[config.mk]
export PLATFORM = sky130hd
export DESIGN_NAME = mem_test_seq_flat
export DESIGN_NICKNAME = d
export VERILOG_FILES = /design/src/rtl/mem_test_seq_if.sv /design/src/rtl/mem_test_seq.sv /design/src/flat_wrapper.sv
export SDC_FILE = /design/constraint.sdc
export NUM_CORES = 1
export LEC_CHECK = 0
export BUFFER_PORTS_ARGS = -buffer_cell sky130_fd_sc_hd__buf_2
export CAP_MARGIN = 20
export CELL_PAD_IN_SITES_DETAIL_PLACEMENT = 0
export CELL_PAD_IN_SITES_GLOBAL_PLACEMENT = 2
export CORE_MARGIN = 8
export CORE_UTILIZATION = 22
export DETAILED_ROUTE_END_ITERATION = 8
export PLACE_DENSITY_LB_ADDON = 0.1
export SKIP_CTS_REPAIR_TIMING = 1
export SLEW_MARGIN = 20
export SYNTH_ARGS = -nofsm -noshare
export SYNTH_HDL_FRONTEND = slang
export SYNTH_SLANG_ARGS = --single-unit
[constraint.sdc]
create_clock -name clk -period 2.6 [get_ports clk]
set_input_delay 0.39 -clock clk [delete_from_list [all_inputs] [get_ports clk]]
set_output_delay 0.39 -clock clk [all_outputs]
set_load 0.02 [all_outputs]
[src/rtl/mem_test_seq_if.sv]
`default_nettype none
// ============================================================================
// Module   : mem_test_seq_if
// Purpose  : Bus between the memory test sequencer and the memory pair under
//            test. One write port (strobe, address, data) fans out to both
//            memories. Each memory returns its own combinational read of the
//            shared address.
// Signals  : write_enable  write strobe; memories write on posedge clk
//            address       ADDR_W-bit word address
//            wdata         DATA_W-bit write data
//            bm_data       behavioural memory read data
//            sm_data       structural memory read data
// Modports : master = sequencer side, slave = memory side
// Revision : 1.0  initial release
// ============================================================================
interface mem_test_seq_if #(
  parameter int ADDR_W = 3,
  parameter int DATA_W = 32
);
  logic              write_enable;
  logic [ADDR_W-1:0] address;
  logic [DATA_W-1:0] wdata;
  logic [DATA_W-1:0] bm_data;
  logic [DATA_W-1:0] sm_data;

  modport master (
    output write_enable,
    output address,
    output wdata,
    input  bm_data,
    input  sm_data
  );

  modport slave (
    input  write_enable,
    input  address,
    input  wdata,
    output bm_data,
    output sm_data
  );
endinterface
`default_nettype wire

[src/rtl/mem_test_seq.sv]
`default_nettype none
// ============================================================================
// Module   : mem_test_seq
// Purpose  : Fills every word of a memory pair with BASE ^ address, then reads
//            each word back. A word is bad if the two read ports disagree or
//            if the data differs from the pattern. Reports pass/fail, the
//            number of bad words and the first bad address.
// Ports    : clk             rising-edge clock
//            rst_n           asynchronous active-low reset
//            start           begin a run (honoured only in IDLE and DONE)
//            bus             memory bus (master modport)
//            busy            high while writing or reading
//            done            high once a run has finished
//            pass            1 = no bad words (meaningful only with done)
//            err_count       number of bad words, 0..2**ADDR_W
//            first_err_addr  address of the first bad word, 0 if none
// Revision : 1.0  initial release
// ============================================================================
module mem_test_seq #(
  parameter int              ADDR_W = 3,
  parameter int              DATA_W = 32,
  parameter logic [DATA_W-1:0] BASE = 32'hC000_0001
) (
  input  logic              clk,
  input  logic              rst_n,
  input  logic              start,
  mem_test_seq_if.master    bus,
  output logic              busy,
  output logic              done,
  output logic              pass,
  output logic [ADDR_W:0]   err_count,
  output logic [ADDR_W-1:0] first_err_addr
);

  localparam logic [ADDR_W-1:0] LAST_ADDR = '1;

  typedef enum logic [1:0] {
    IDLE  = 2'd0,
    WRITE = 2'd1,
    READ  = 2'd2,
    DONE  = 2'd3
  } state_t;

  state_t            state, state_nxt;
  logic [ADDR_W-1:0] addr_q, addr_nxt;
  logic [ADDR_W:0]   err_q, err_nxt;
  logic [ADDR_W-1:0] first_q, first_nxt;
  logic              seen_q, seen_nxt;   // a mismatch already recorded this run
  logic              pass_q, pass_nxt;

  logic [DATA_W-1:0] expected;
  logic              mismatch;

  assign expected = BASE ^ {{(DATA_W-ADDR_W){1'b0}}, addr_q};

  // Both failure causes collapse into one flag so a word is counted once.
  assign mismatch = (bus.bm_data != bus.sm_data) || (bus.bm_data != expected);

  always_ff @(posedge clk or negedge rst_n) begin
    if (!rst_n) begin
      state   <= IDLE;
      addr_q  <= '0;
      err_q   <= '0;
      first_q <= '0;
      seen_q  <= 1'b0;
      pass_q  <= 1'b0;
    end else begin
      state   <= state_nxt;
      addr_q  <= addr_nxt;
      err_q   <= err_nxt;
      first_q <= first_nxt;
      seen_q  <= seen_nxt;
      pass_q  <= pass_nxt;
    end
  end

  always_comb begin
    state_nxt = state;
    addr_nxt  = addr_q;
    err_nxt   = err_q;
    first_nxt = first_q;
    seen_nxt  = seen_q;
    pass_nxt  = pass_q;

    case (state)
      IDLE, DONE: begin
        addr_nxt = '0;
        if (start) begin
          state_nxt = WRITE;
          err_nxt   = '0;
          first_nxt = '0;
          seen_nxt  = 1'b0;
          pass_nxt  = 1'b0;
        end
      end

      WRITE: begin
        if (addr_q == LAST_ADDR) begin
          state_nxt = READ;
          addr_nxt  = '0;
        end else begin
          addr_nxt = addr_q + 1'b1;
        end
      end

      READ: begin
        if (mismatch) begin
          err_nxt = err_q + 1'b1;
          if (!seen_q) begin
            first_nxt = addr_q;
            seen_nxt  = 1'b1;
          end
        end
        if (addr_q == LAST_ADDR) begin
          // The final word's compare is folded in through err_nxt.
          state_nxt = DONE;
          addr_nxt  = '0;
          pass_nxt  = (err_nxt == '0);
        end else begin
          addr_nxt = addr_q + 1'b1;
        end
      end

      default: begin
        state_nxt = IDLE;
        addr_nxt  = '0;
      end
    endcase
  end

  assign bus.write_enable = (state == WRITE);
  assign bus.address      = addr_q;
  assign bus.wdata        = (state == WRITE) ? expected : '0;

  assign busy           = (state == WRITE) || (state == READ);
  assign done           = (state == DONE);
  assign pass           = pass_q;
  assign err_count      = err_q;
  assign first_err_addr = first_q;

endmodule
`default_nettype wire

[src/flat_wrapper.sv]
// flat-port wrapper written by rule: the top's interface ports become plain ports
module mem_test_seq_flat 
#(
  parameter int              ADDR_W = 3,
  parameter int              DATA_W = 32,
  parameter logic [DATA_W-1:0] BASE = 32'hC000_0001
)
  (clk, rst_n, start, busy, done, pass, err_count, first_err_addr, bus_write_enable, bus_address, bus_wdata, bus_bm_data, bus_sm_data);
  mem_test_seq_if #(.ADDR_W(ADDR_W), .DATA_W(DATA_W)) bus_i ();
  input  logic clk;
  input  logic rst_n;
  input  logic start;
  output logic busy;
  output logic done;
  output logic pass;
  output logic [ADDR_W:0] err_count;
  output logic [ADDR_W-1:0] first_err_addr;
  output wire logic [$bits(bus_i.write_enable)-1:0] bus_write_enable;
  output wire logic [$bits(bus_i.address)-1:0] bus_address;
  output wire logic [$bits(bus_i.wdata)-1:0] bus_wdata;
  input wire logic [$bits(bus_i.bm_data)-1:0] bus_bm_data;
  input wire logic [$bits(bus_i.sm_data)-1:0] bus_sm_data;
  assign bus_write_enable = bus_i.write_enable;
  assign bus_address = bus_i.address;
  assign bus_wdata = bus_i.wdata;
  assign bus_i.bm_data = bus_bm_data;
  assign bus_i.sm_data = bus_sm_data;
  mem_test_seq #(.ADDR_W(ADDR_W), .DATA_W(DATA_W), .BASE(BASE)) u_core (.clk(clk), .rst_n(rst_n), .start(start), .bus(bus_i), .busy(busy), .done(done), .pass(pass), .err_count(err_count), .first_err_addr(first_err_addr));
endmodule
==> results of run 1 <==
-- critical path: stages, from the launching register on --
cell and delay, ps:
dfrtp_1 470, mux2_4 210, nand4_2 90, nor4_1 480
and4_1 460, mux2i_1 230, nor2_1 60
-- power by group through the flow --
stage | logic [mW] | clock network [mW] | registers (mW)
floorplan | 0.649 | 0 | 0.401
global placement | 0.976 | 0 | 0.383
detailed placement | 0.964 | 0 | 0.383
CTS | 0.966 | 0.224 | 0.379
global route | 1.06 | 0.229 | 0.391
finish | 0.958 | 0.218 | 0.375
-- registers in the layout (all words and copies together) (netlist names) --
register and cells:
u_core.err_count 4, u_core.bus.address 3, u_core.first_err_addr 3, u_core.state 2, u_core.pass 1, u_core.seen_q 1
-- cells in the mapped netlist, drive strengths merged (3+ instances only) --
cell     instances  area share
a31o             3       0.015
xnor2           24        0.12
buf             30        0.13
nor2            12       0.026
nor2b            5       0.018
inv              4      0.0085
nand3            6       0.017
nor4            17       0.061
nand2            7       0.015
clkbuf           3      0.0064
nor3b            3       0.013
nor3             3      0.0085
o2111ai          3       0.015
ha               7       0.050
nand2b          13       0.046
nand4           18       0.068
o21ai            8       0.023
and2             3       0.011
dfrtp           14        0.20
nor4b            8       0.051
-- per-stage QoR --
step / area, um2 / hold WS [ps] / total power [mW] / instances
2_1_floorplan: 1850 / 94.4 / 1.05 / 239
3_3_place_gp: 2170 / 332 / 1.36 / 394
3_5_place_dp: 2170 / 322 / 1.35 / 394
4_1_cts: 2230 / 54.1 / 1.57 / 398
5_1_grt: 2230 / 63.9 / 1.68 / 398
6_report: 2230 / 47.7 / 1.55 / 398
-- cell type report --
type / instances / area, um2
clock buffer: 4 / 55.1
tap: 102 / 128
multi-input combinational: 188 / 1250
inverter: 4 / 15.0
fill: 874 / 5500
sequential: 14 / 350
timing repair buffer: 86 / 433
-- worst max-delay path by stage --
| stage | from | end | slack, ps | depth (start not counted) |
|---|---|---|---|---|
| finish | u_core.bus.address[0] | u_core.err_count[0] | 490 | 6 |
| detailed placement | bus_bm_data[10] | u_core.err_count[0] | 360 | 7 |
| global placement | bus_bm_data[10] | u_core.first_err_addr[1] | 350 | 7 |
| CTS | u_core.bus.address[0] | u_core.err_count[0] | 430 | 6 |
| global route | u_core.bus.address[0] | u_core.first_err_addr[1] | 310 | 6 |
| floorplan | u_core.bus.address[0] | u_core.first_err_addr[0] | 700 | 7 |
-- logic make-up after synthesis --
logic type | after synthesis | synth area share
buf+inv | 37 | 0.145
other cells | 1 | 0.00213
flops | 14 | 0.199
compound gates | 25 | 0.0962
simple gates | 100 | 0.356
fa+ha+maj | 7 | 0.0499
xor+xnor | 25 | 0.125
mux | 4 | 0.0264
-- layer usage --
layer / part of all wire / wire [um] / GRT usage / vias up
met5: 0 / 0 / 0 / -
met4: 0.0031 / 21 / 0.0265 / 0
met3: 0.086 / 581 / 0.0341 / 2
met2: 0.47 / 3170 / 0.196 / 81
met1: 0.44 / 3020 / 0.145 / 843
li1: - / - / - / 903
==> results_dict.tcl, run 1 <==
set metrics [dict create \
    start_util 0.227 \
    setup_tns_ps 0 \
    cellInternalPower_uw 777 \
    cts_buffers 3 \
    detail-route-antenna-nets 0 \
    vias_in_the_first_global_route 1949 \
    finalClockSkew_ps 2.10 \
    top_level_ports 113 \
    die-width_um 105 \
    timing.critical_path.arrival_ps 2250 \
    remaining_drc_errors 0 \
    max-cap-violations 0 \
    cts_tree "yes" \
    async_flop_share 1.00 \
    grt_remaining_overflow 0 \
    cts.path.max_buffers 2 \
    chipHeight_um 105 \
    wire_per_inst_um 17.1 \
    timing_max_transition_violations_final 0 \
    clock_sink_count 14 \
    synthesized_area_per_cell_um2 8.25 \
    core-area_um2 7730 \
    p_per_area_nw_per_um2 695 \
    worstMarginPinSlew_ps 488 \
    setup.worst_path.class "reg2reg" \
    holdCritPathClass "in2async" \
    worst_setup_path_end_kind "flop" \
    avgViaCountPerCell 4.60 \
    wire_length_of_the_first_global_routing_pass_um 10600 \
    power_leakage_nw 1.02 \
    num_antenna_cells 0 \
    timing.reg2reg.setup_slack_ps 490 \
    number_of_standard_cells_after_synthesis 213 \
    number_of_flip_flops_and_latches_in_the_synthesized_netlist 14 \
    post_synth_edffs 0 \
    final_util 0.289 \
    critical_path_peak_fanout 7 \
    grt_max_degree 17 \
    drtPass1Iterations 4 \
    worst_skew_pair.late_latency_ps 250 \
    clock_slew_at_reported_path_ffs_ps 60 \
    timing.rr.end "u_core.err_count[0]" \
    via_count 1829 \
    most_frequent_standard_cell_in_the_layout_excluding_fill_and_tap_cells "buf_2" \
    finalWirelength_um 6790 \
    max_frequency_ghz 0.473 \
    initial_antenna_violation_count 0 \
    root_buffer "clkbuf_8" \
    timing.final.crit_share 0.812 \
    status "complete, no violations" \
    synth.lib_cells_used.distinct 42 \
    total_switching_power_uw 773 \
    dp_hpwl_um 5840 \
    crit-reg2reg-launch "u_core.bus.address[0]" \
    rsz0062_at_grt "no" \
    setup_viol 0 \
    final-hold-violation-count 0 \
    synth_warnings 0 \
    worst-r2r-cell-count 6 \
    crit_required_ps 2730 \
    pwr-share-comb 0.618 \
    die_area_um2 11100 \
    layout-drive-gt1-share 0.331 \
    power.switching_fraction 0.499 \
    yosys_most_used_dff "dfrtp_1" \
    h-tree-depth 1 \
    vdd.ir_drop.worst_mv 0.480 \
    place.gp.congestion 0.730 \
    slew_headroom 0.671 \
    synth-seq-area-share 0.199 \
    timing.critical_path.from_type "flop" \
    gr-usage-all-layers 0.117 \
    layout.cells.most_common_list "buf_2 (85), conb_1 (27), xnor2_1 (24), nor4_1 (17), nand4_1 (17)" \
    layout_min_cycle_time_ps 2110 \
    area_growth_syn_to_layout_pct 26.9 \
    share_clk_of_total_power 0.141 \
    nNetsFinal 371 \
    count_of_input_and_output_buffers 85 \
    pre_cts_ws_ps 357 \
    sequentialPowerShare 0.242 \
    synthesis.area_um2 1760 \
    placement_rows 32 \
    finalWorstSetupSlack_ps 488 \
    drt-initial-drc-count 46 \
]
Note: power is estimated with default switching activity, not from simulation.
==> inputs of run 2 (changes only) <==
--- a/config.mk
+++ b/config.mk
@@ -10,7 +10,7 @@
 export CELL_PAD_IN_SITES_DETAIL_PLACEMENT = 0
 export CELL_PAD_IN_SITES_GLOBAL_PLACEMENT = 2
 export CORE_MARGIN = 8
-export CORE_UTILIZATION = 22
+export CORE_UTILIZATION = 20
 export DETAILED_ROUTE_END_ITERATION = 8
 export PLACE_DENSITY_LB_ADDON = 0.1
 export SKIP_CTS_REPAIR_TIMING = 1
==> constraint.sdc (replaced) <==
create_clock -name clk -period 1.79 [get_ports clk]
set_input_delay 0.2685 -clock clk [delete_from_list [all_inputs] [get_ports clk]]
set_output_delay 0.2685 -clock clk [all_outputs]
set_load 0.02 [all_outputs]
==> run 2 against run 1 <==
Against the previous run:
- clock skew grew 4.1 ps
- global-route usage decreased by 0.56 points
- maximum frequency rose by 19%
- highest routed layer unchanged
- setup slack got worse by 470 ps
- critical endpoint is now u_core.first_err_addr[1]
- sequential power grew 31%
- hold slack improved by 360 ps
- largest cell class unchanged
- combinational power is 74% higher
==> results_dict.tcl, run 2 (synthesis results as in run 1) <==
set metrics [dict create \
    remaining_drc_errors 0 \
    multi_input_area_um2 1320 \
    clock_sink_count 14 \
    die-width_um 110 \
    placement_rows 34 \
    grt_max_degree 15 \
    drtPass1Iterations 4 \
    dp_hpwl_um 6110 \
    final-instance-count-excl-fill 441 \
    cp_cell_sequence "mux2_4, nand4_4, nor4_4, and4_4, or3_4, a31o_1" \
    worst_setup_path_end_kind "flop" \
    worst-r2r-cell-count 6 \
    timing.critical_path.arrival_ps 1910 \
    fillerInstances 988 \
    cts_tree "yes" \
    max_frequency_ghz 0.563 \
    initial_antenna_violation_count 0 \
    fin_total_pwr_mw 2.43 \
    num_antenna_cells 0 \
    start_util 0.203 \
    critical_path_peak_fanout 7 \
    wire_per_inst_um 16.2 \
    setup.worst_path.class "reg2reg" \
    vdd.ir_drop.worst_mv 0.623 \
    status "complete, no violations" \
    layout.cells.most_common_list "buf_2 (85), buf_4 (36), conb_1 (27), xnor2_1 (22), nand4_1 (17)" \
    timing.final.crit_share 0.993 \
    final-hold-violation-count 0 \
    drt-initial-drc-count 36 \
    timing_max_transition_violations_final 0 \
    cts.path.max_buffers 2 \
    largest_register_ff_count 4 \
    seq_cell_area_um2 352 \
    most_frequent_standard_cell_in_the_layout_excluding_fill_and_tap_cells "buf_2" \
    cts_buffers 3 \
    setup_tns_ps 0 \
    p_per_area_nw_per_um2 941 \
    place.gp.congestion 0.761 \
    avgViaCountPerCell 4.39 \
    place.detailed.instances 438 \
    via_count 1935 \
    grt_remaining_overflow 0 \
    critical_path.max_stage_delay_ps 410 \
    detail-route-antenna-nets 0 \
    rsz0062_at_grt "yes" \
    finalWirelength_um 7130 \
    gr-usage-all-layers 0.112 \
    holdCritPathClass "in2reg" \
    root_buffer "clkbuf_8" \
    layout_min_cycle_time_ps 1780 \
    vias_in_the_first_global_route 2066 \
    count_of_input_and_output_buffers 85 \
    worst_skew_pair.late_latency_ps 250 \
    timing.critical_path.from_type "flop" \
    core-area_um2 8640 \
    finalClockSkew_ps 6.17 \
    finalWorstSetupSlack_ps 13.1 \
    critical-path-slowest-cell "dfrtp_2" \
    layout-drive-gt1-share 0.426 \
    finish.instance_area_um2 2590 \
    worst_hold_path.num_cells 3 \
    setup_viol 0 \
    top_level_ports 113 \
    area_growth_syn_to_layout_pct 47.2 \
    placed_area_um2 2470 \
    final_util 0.299 \
    h-tree-depth 1 \
    pre_cts_ws_ps -230 \
    wire_length_of_the_first_global_routing_pass_um 10600 \
    worst_hold_slack_ps 403 \
    chipHeight_um 110 \
    power_leakage_nw 1.22 \
    max-cap-violations 0 \
    clock_slew_at_reported_path_ffs_ps 60 \
    nNetsFinal 408 \
    die_area_um2 12000 \
    crit_required_ps 1920 \
]
## run 2: area by class of cell
class,instances,area share
Sequential cell,14,0.136
Clock buffer,4,0.0174
Timing Repair Buffer,123,0.277
Inverter,4,0.00581
Tap cell,108,0.0522
Multi-Input combinational cell,188,0.511
## run 2: per-layer routing
| metal | track usage | vias to the layer above | share of wire |
|---|---|---|---|
| met1 | 0.132 | 883 | 0.41 |
| li1 | - | 976 | - |
| met3 | 0.0211 | 4 | 0.088 |
| met5 | 0 | - | 0 |
| met4 | 0.0260 | 0 | 0.0059 |
| met2 | 0.203 | 72 | 0.50 |
## run 2: worst paths after layout
| check | start | endpoint | slack [ps] |
|---|---|---|---|
| worst min-delay path | start | u_core.err_count[1] | 400 |
| worst min register to register | u_core.first_err_addr[1] | u_core.first_err_addr[1] | 520 |
| min in group asynchronous | rst_n | u_core.err_count[3] | 460 |
| max in group asynchronous | rst_n | u_core.bus.address[0] | 1050 |
| worst max-delay path | u_core.bus.address[0] | u_core.first_err_addr[1] | 10 |
| worst max register to register | u_core.bus.address[0] | u_core.first_err_addr[1] | 10 |
## run 2: where the power goes
part | internal (mW) | switching [mW]
registers | 0.409 | 0.0823
logic | 0.700 | 0.972
clock network | 0.157 | 0.113
## run 2: worst max-delay path: cells and delay by family (launching register included)
family,cells,cell delay [ps]
multiplexers,1,310
AND/OR/NAND/NOR,4,760
AO/OA/AOI/OAI,1,180
flip-flops,1,410
